===== src/rtl/prio_pkg.sv =====
// rtl/prio_pkg.sv - shared priority-code types and constants
package prio_pkg;

  localparam int CODE_W = 2;

  typedef logic [CODE_W-1:0] prio_code_t;

  localparam prio_code_t CODE_D0 = 2'b00;
  localparam prio_code_t CODE_D1 = 2'b01;
  localparam prio_code_t CODE_D2 = 2'b10;
  localparam prio_code_t CODE_D3 = 2'b11;

endpackage


===== src/rtl/prio_evt_detect.sv =====
// rtl/prio_evt_detect.sv - flags a new encoder event: valid rising or code change while valid
module prio_evt_detect
  import prio_pkg::*;
(
  input  logic                   clk,
  input  logic                   rst,
  input  logic                   enc_v,
  input  logic [CODE_W-1:0]      enc_code,
  output logic                   evt
);

  logic       prev_v;
  prio_code_t prev_code;

  always_ff @(posedge clk) begin
    if (rst) begin
      prev_v    <= 1'b0;
      prev_code <= CODE_D0;
    end else begin
      prev_v    <= enc_v;
      prev_code <= enc_code;
    end
  end

  // A steady code only counts once; the code is ignored entirely while invalid.
  assign evt = enc_v & (~prev_v | (enc_code != prev_code));

endmodule


===== src/rtl/prio_code_fifo.sv =====
// rtl/prio_code_fifo.sv - captures encoder events into a small FIFO with a valid/ready drain
module prio_code_fifo
  import prio_pkg::*;
#(
  parameter int DEPTH  = 4,
  parameter int CODE_W = prio_pkg::CODE_W,
  parameter int CNT_W  = $clog2(DEPTH) + 1
) (
  input  logic              clk,
  input  logic              rst,
  input  logic              enc_a,
  input  logic              enc_b,
  input  logic              enc_v,
  output logic [CODE_W-1:0] out_code,
  output logic              out_valid,
  input  logic              out_ready,
  output logic [CNT_W-1:0]  count,
  output logic              full,
  output logic              overflow,
  input  logic              clr_ovf
);

  localparam int PTR_W = $clog2(DEPTH);
  localparam logic [PTR_W-1:0] PTR_ONE = 1;
  localparam logic [CNT_W-1:0] CNT_ONE = 1;
  localparam logic [CNT_W-1:0] CNT_MAX = DEPTH;

  logic [CODE_W-1:0] mem [DEPTH];
  logic [PTR_W-1:0]  wr_ptr;
  logic [PTR_W-1:0]  rd_ptr;
  logic [CODE_W-1:0] enc_code;
  logic              evt;
  logic              pop;
  logic              do_push;
  logic              drop;

  assign enc_code = {enc_a, enc_b};

  prio_evt_detect u_evt_detect (
    .clk      (clk),
    .rst      (rst),
    .enc_v    (enc_v),
    .enc_code (enc_code),
    .evt      (evt)
  );

  assign out_valid = (count != '0);
  assign full      = (count == CNT_MAX);
  assign pop       = out_valid & out_ready;
  // When full, a same-cycle pop frees the head slot, which is exactly where wr_ptr points.
  assign do_push   = evt & (~full | pop);
  assign drop      = evt & full & ~pop;
  assign out_code  = out_valid ? mem[rd_ptr] : '0;

  always_ff @(posedge clk) begin
    if (do_push) begin
      mem[wr_ptr] <= enc_code;
    end
  end

  always_ff @(posedge clk) begin
    if (rst) begin
      wr_ptr   <= '0;
      rd_ptr   <= '0;
      count    <= '0;
      overflow <= 1'b0;
    end else begin
      if (do_push) begin
        wr_ptr <= wr_ptr + PTR_ONE;
      end
      if (pop) begin
        rd_ptr <= rd_ptr + PTR_ONE;
      end
      if (do_push && !pop) begin
        count <= count + CNT_ONE;
      end else if (pop && !do_push) begin
        count <= count - CNT_ONE;
      end
      if (drop) begin
        overflow <= 1'b1;
      end else if (clr_ovf) begin
        overflow <= 1'b0;
      end
    end
  end

endmodule

===== config.mk =====
export PLATFORM = sky130hd
export DESIGN_NAME = prio_code_fifo
export DESIGN_NICKNAME = d
export VERILOG_FILES = /design/src/rtl/prio_pkg.sv /design/src/rtl/prio_evt_detect.sv /design/src/rtl/prio_code_fifo.sv
export SDC_FILE = /design/constraint.sdc
export NUM_CORES = 1
export LEC_CHECK = 0
export CAP_MARGIN = 20
export CORE_AREA = 2 2 45 47
export DETAILED_ROUTE_END_ITERATION = 7
export DIE_AREA = 0 0 47 49
export HOLD_SLACK_MARGIN = 0.02
export PLACE_DENSITY_LB_ADDON = 0.05
export SLEW_MARGIN = 20
export SYNTH_ARGS = -nofsm -noshare
export SYNTH_HDL_FRONTEND = slang
export SYNTH_HIERARCHICAL = 1
export SYNTH_SLANG_ARGS = --single-unit

===== constraint.sdc =====
create_clock -name clk -period 4 [get_ports clk]
set_clock_uncertainty 0.2 [all_clocks]
set_input_delay 0.8 -clock clk [delete_from_list [all_inputs] [get_ports clk]]
set_output_delay 0.8 -clock clk [all_outputs]
set_load 0.02 [all_outputs]

# Word level (Yosys, flattened, before mapping)
# Memories as Yosys holds them, arrays and structs flattened. A register that Yosys moved wholly into a read port is not among the register bits.
# Cells that the tools add are included.
# totals
register_bits,11
wordCells,39
mem_bits_rw,8
n_memories,1
input_bits,7
output_inout_bits,8
# op_classes
add_sub_neg,4
reduce_logical,7
n_bitwise,10
eq_ne,2
muxes,9
# mem_list
name,words,word_bits,rd,rd_clocked_by_memory_dff,write_ports,line,source
mem,4,2,1,1,1,prio_code_fifo.sv:28,logic [CODE_W-1:0] mem [DEPTH];
# op_table
operator,n
$mux 2,3
$mux 3,2
$and 1x1->1,5
$add 2x1->2 const B,2
$mux 1,4
$reduce_bool 2->1,2
$add 3x1->3 const B,1
$eq 3x3->1 const B,1
$not 1->1,3
$reduce_bool 3->1,1
$sub 3x1->3 const B,1
$logic_and 1x1->1,2
$logic_not 1->1,2
$ne 2x2->1,1
$or 1x1->1,2

# Logic depth before layout (Yosys ltp)
# depth
depth_word,8
depth_mapped,10
ltp_nobuf,9

# Modules after synthesis
# The synthesis kept the hierarchy.
# modules_own_cells
module,area_per_inst_um2,cells_per_inst,instances
prio_code_fifo,829.5,65,1
prio_evt_detect,103.8,10,1

# Worst setup path before layout
# Ideal clock, no wire load.
# synth_path
path_type,input port to flip-flop
start,in enc_b
end,reg count[2]
t_arrival_ns,2.527
stages,10
n_path_buf,1
setup_slack_ns,1.203
cell_sequence,xnor2_1 a31oi_1 nor2b_1 buf_6 ha_1 inv_1 fa_1 xor2_1 or3_1 a21oi_1
# synth_via
elab_chain_len,7
elab_cells_between_ends,9
classes_between,1 x eq/ne; 1 x mux; 3 x bitwise; 4 x reduce/logical
# synth_rtl
element,line,source
start: declaration,prio_code_fifo.sv:12,"input logic enc_b,"
$ne 2x2->1 *,prio_evt_detect.sv:26,assign evt = enc_v & (~prev_v | (enc_code != prev_code));
$or 1x1->1 *,prio_evt_detect.sv:26,
$and 1x1->1 *,prio_evt_detect.sv:26,
via evt,prio_code_fifo.sv:32,logic evt;
$and 1x1->1 *,prio_code_fifo.sv:51,assign do_push = evt & (~full | pop);
via do_push,prio_code_fifo.sv:34,logic do_push;
$logic_not 1->1,prio_code_fifo.sv:76,end else if (pop && !do_push) begin
$logic_and 1x1->1,prio_code_fifo.sv:76,
$reduce_bool 2->1 (no line),n/a,
end signal: assignment,prio_code_fifo.sv:75,count <= count + CNT_ONE;
end signal: assignment,prio_code_fifo.sv:77,count <= count - CNT_ONE;
end: declaration,prio_code_fifo.sv:17,"output logic [CNT_W-1:0] count,"
# Mark *: on every way through the listed nets, which the timed path passes. The rest lies on a longest branch.
# A chain may end at the register's enable or synchronous reset.

# Worst setup path after layout
# layout_path
start,in enc_a
end,reg count[2]
# layout_via
elab_chain_len,7
elab_cells_between_ends,9
classes_between,1 x eq/ne; 1 x mux; 3 x bitwise; 4 x reduce/logical
# layout_rtl
element,line,source
start: declaration,prio_code_fifo.sv:11,"input logic enc_a,"
$ne 2x2->1 *,prio_evt_detect.sv:26,
$or 1x1->1 *,prio_evt_detect.sv:26,
$and 1x1->1 *,prio_evt_detect.sv:26,
via evt,prio_code_fifo.sv:32,
$and 1x1->1 *,prio_code_fifo.sv:51,
$logic_not 1->1,prio_code_fifo.sv:76,
$logic_and 1x1->1,prio_code_fifo.sv:76,
$reduce_bool 2->1 (no line),n/a,
# Marks and branches as above.

==> impl_results.md <==
* Setup WS post-layout at 910 ps
* Cell taking the most area after synthesis: dfxtp_1
* H-tree Lvls at 1
* Post-CTS Resized at 0
* Arrival @ worst endpoint at around 3100 ps
* Die width at 47 um
* Max Fclk at 324 MHz
* Num CTS Buffers at 3
* Critical path class: input port to register
* Sw frac at a little over a third
* Register area at 500 um^2
* Synth area leaders: dfxtp_1 (28%), edfxtp_1 (26%), ha_1 (6.7%)
* Via count at 561
* Clock Latency Late Sink at 300 ps
* Met3 wire length at 54 um
* Final core utilization at between 60% and 70%
* Worst VDD drop at 283 uV
* Final Setup Violations at 0
* Async SR Flop Fraction at 0%
* Core ar. at 0.00184 mm^2
* Post-synthesis cell count at 75
* Setup bufs post-CTS at 0
* Most used DFF post-synth: dfxtp_1
* Layout Cells excl Fill at 119
* Tmin final at just over 3000 ps
* Metal-1 WL at around 650 um
* Slew Limit Fails at 0
* Final RePlAce weighted congestion at approximately 0.66
* Most frequent cell after synthesis: dfxtp_1
* Net Count, Synth at 88
* Yosys warning count at 6
* Final setup TNS at 0 ps
* Mean Syn Cell Area at 12.4 um^2
* Largest net degree at the start of global routing at 15
* GR Overflow Total at 0
* Initial antenna violation count at 0
* Synth Cell Area at 933 um^2
* Initial core utilization at 50.7%
* Slew @ Worst Pin at 457 ps
* Type of origin of the critical path: input port
* CTS clock-pin slew for the worst setup and hold paths at 120 ps
* Count of different cell masters after synthesis at 26
* Number of flops mapped to enable cells by yosys at 8
* Dpl cells at 115
* Leak Pwr at 0.000434 uW
* CTS tree: done
* Pre-antenna DRT Iters at 4
* Max FO, Critical Path at 6
* CTS Sinks at 21
* Routed len/inst at 11.4 um
* Vias in the first global route at 535
* Share of cells above drive strength 1 at between 15 and 20%
* Synth top cells by count: dfxtp_1 (13), nor2_1 (9), edfxtp_1 (8), ha_1 (5)
* Pwr Density at 617 mW/mm^2
* I/O Buffers at 14
* Synth top area share at between 20% and 30%
* Residual DRC at 0
* Metal2 WL at 652 um
* Ant. Diodes at 0
* I/O pin cnt at 15
* Status: complete, no violations
* Net Sw Power at between 200 and 250 uW
* Seq/Total Area, Yosys at 53.6%
* Highest Signal Layer: met3
* DP Worst Slack at 573 ps
* Max-Slew Margin vs Limit at 69.4%
* Max-cap violations at 0
* Total track usage at 14.4%
* Combinational power share at 41.7%
* DP Wirelength at 1050 um
* Fin Hold WS at 328 ps
* Post-DR vias/cell at 4.71
* P&R area growth vs syn at 20.8%
* Final Hold Vio Count at 0
* FP Rows at 16
* Cts hold-fix bufs at 0
* Internal power at 453 uW
* RSZ-0062 raised after global routing: no
* NumNets Final at 106
* DIE AREA at 0.00230 mm^2
* Routed WL at 1350 um
* Fin crit share at between 70% and 80%
* CP endpoint kind: register
* 1st-iter DRT viols at 9
* Power share of the clock group at 14.2%
* Post-route antenna net violation count at 0
* First-pass GRT wire length at 2390 um
* Worst hold path type: register to register
* Area of the multi-input gates at 403 um^2
* Fillers at around 170
* Required time of the critical path at 4040 ps
* Sequential share of power at 44.2%
* Synthesized flop and latch total at 21
* CTS max path bufs at 2
* Die height at 49 um
* CTS Root Cell: clkbuf_4
==> final timing paths <==
kind              from        end  slack [ps]  depth (start not counted)
max reg2reg   count[0]   count[2]        1630                          7
min reg2reg  wr_ptr[1]  wr_ptr[1]         330                          2
min          wr_ptr[1]  wr_ptr[1]         330                          2
max              enc_a   count[2]         910                         10
==> kinds of logic (layout without fill, tap and decap cells) <==
family          Yosys count  in the layout  share of synthesized area, %
compound gates            6              6                          4.02
xor+xnor                  6              6                          5.63
fa+ha+maj                 6              6                          8.85
buf+inv                   6             23                          3.22
flops                    21             21                          53.6
mux                       5              5                          8.58
simple gates             25             25                          16.1
==> routing by layer <==
metal	vias up	track usage, %
met2	14	21.0
met1	259	20.4
met3	0	3.33
met4	0	5.56
li1	288	-
met5	-	0
==> cells in the final DEF (no fill, tap or decap) <==
cell type and n:
clkdlybuf4s50_1 14, dfxtp_1 13, nor2_1 9, edfxtp_1 8, ha_1 5, inv_1 4, nor2b_1 4, and2_2 4
xor2_1 4, clkbuf_4 3, mux4_2 2, and2_1 2, a21oi_1 2, nand2b_1 2, mux2i_1 2, xnor2_1 2
nor4b_2 1, o31ai_1 1, nor3b_1 1, or3_2 1, o21ai_0 1, or3_1 1, o311ai_0 1, mux2_4 1
fa_1 1, clkinv_2 1, buf_4 1, a31oi_1 1
==> power by group through the flow <==
stage,logic (uW),registers [uW],clock network (uW)
floorplan,175,319,0
global placement,287,311,0
detailed placement,294,314,0
CTS,295,309,103
global route,326,316,113
finish,290,307,98.6
==> flip-flops by register name, indices dropped and copies added (netlist names), named ones only <==
name	count
mem	8
count	3
rd_ptr	2
u_evt_detect/prev_code	2
wr_ptr	2
overflow	1
u_evt_detect/prev_v	1
==> metrics by stage <==
| step | total power [uW] | area (um^2) |
|---|---|---|
| 3_5_place_dp | 608 | 1100 |
| 2_1_floorplan | 493 | 933 |
| 6_report | 695 | 1130 |
| 3_3_place_gp | 598 | 1100 |
| 4_1_cts | 707 | 1130 |
| 5_1_grt | 755 | 1130 |
==> worst max-delay path, cell delays in order <==
cell	delay (ps)
clkdlybuf4s50_1	520
xnor2_1	180
a31oi_1	200
nor2b_1	200
ha_1	200
inv_1	60
fa_1	370
xor2_1	150
or3_1	300
a21oi_1	140
==> layout make-up <==
type                       count  share of cell area (%)
clock buffer                   3                    2.00
clock inverter                 1                   0.444
inverter                       4                    1.33
multi-input combinational     48                    35.7
sequential                    21                    44.4
tap                           27                    3.00
timing repair buffer          15                    13.1
(Power assumes the default switching activity.)
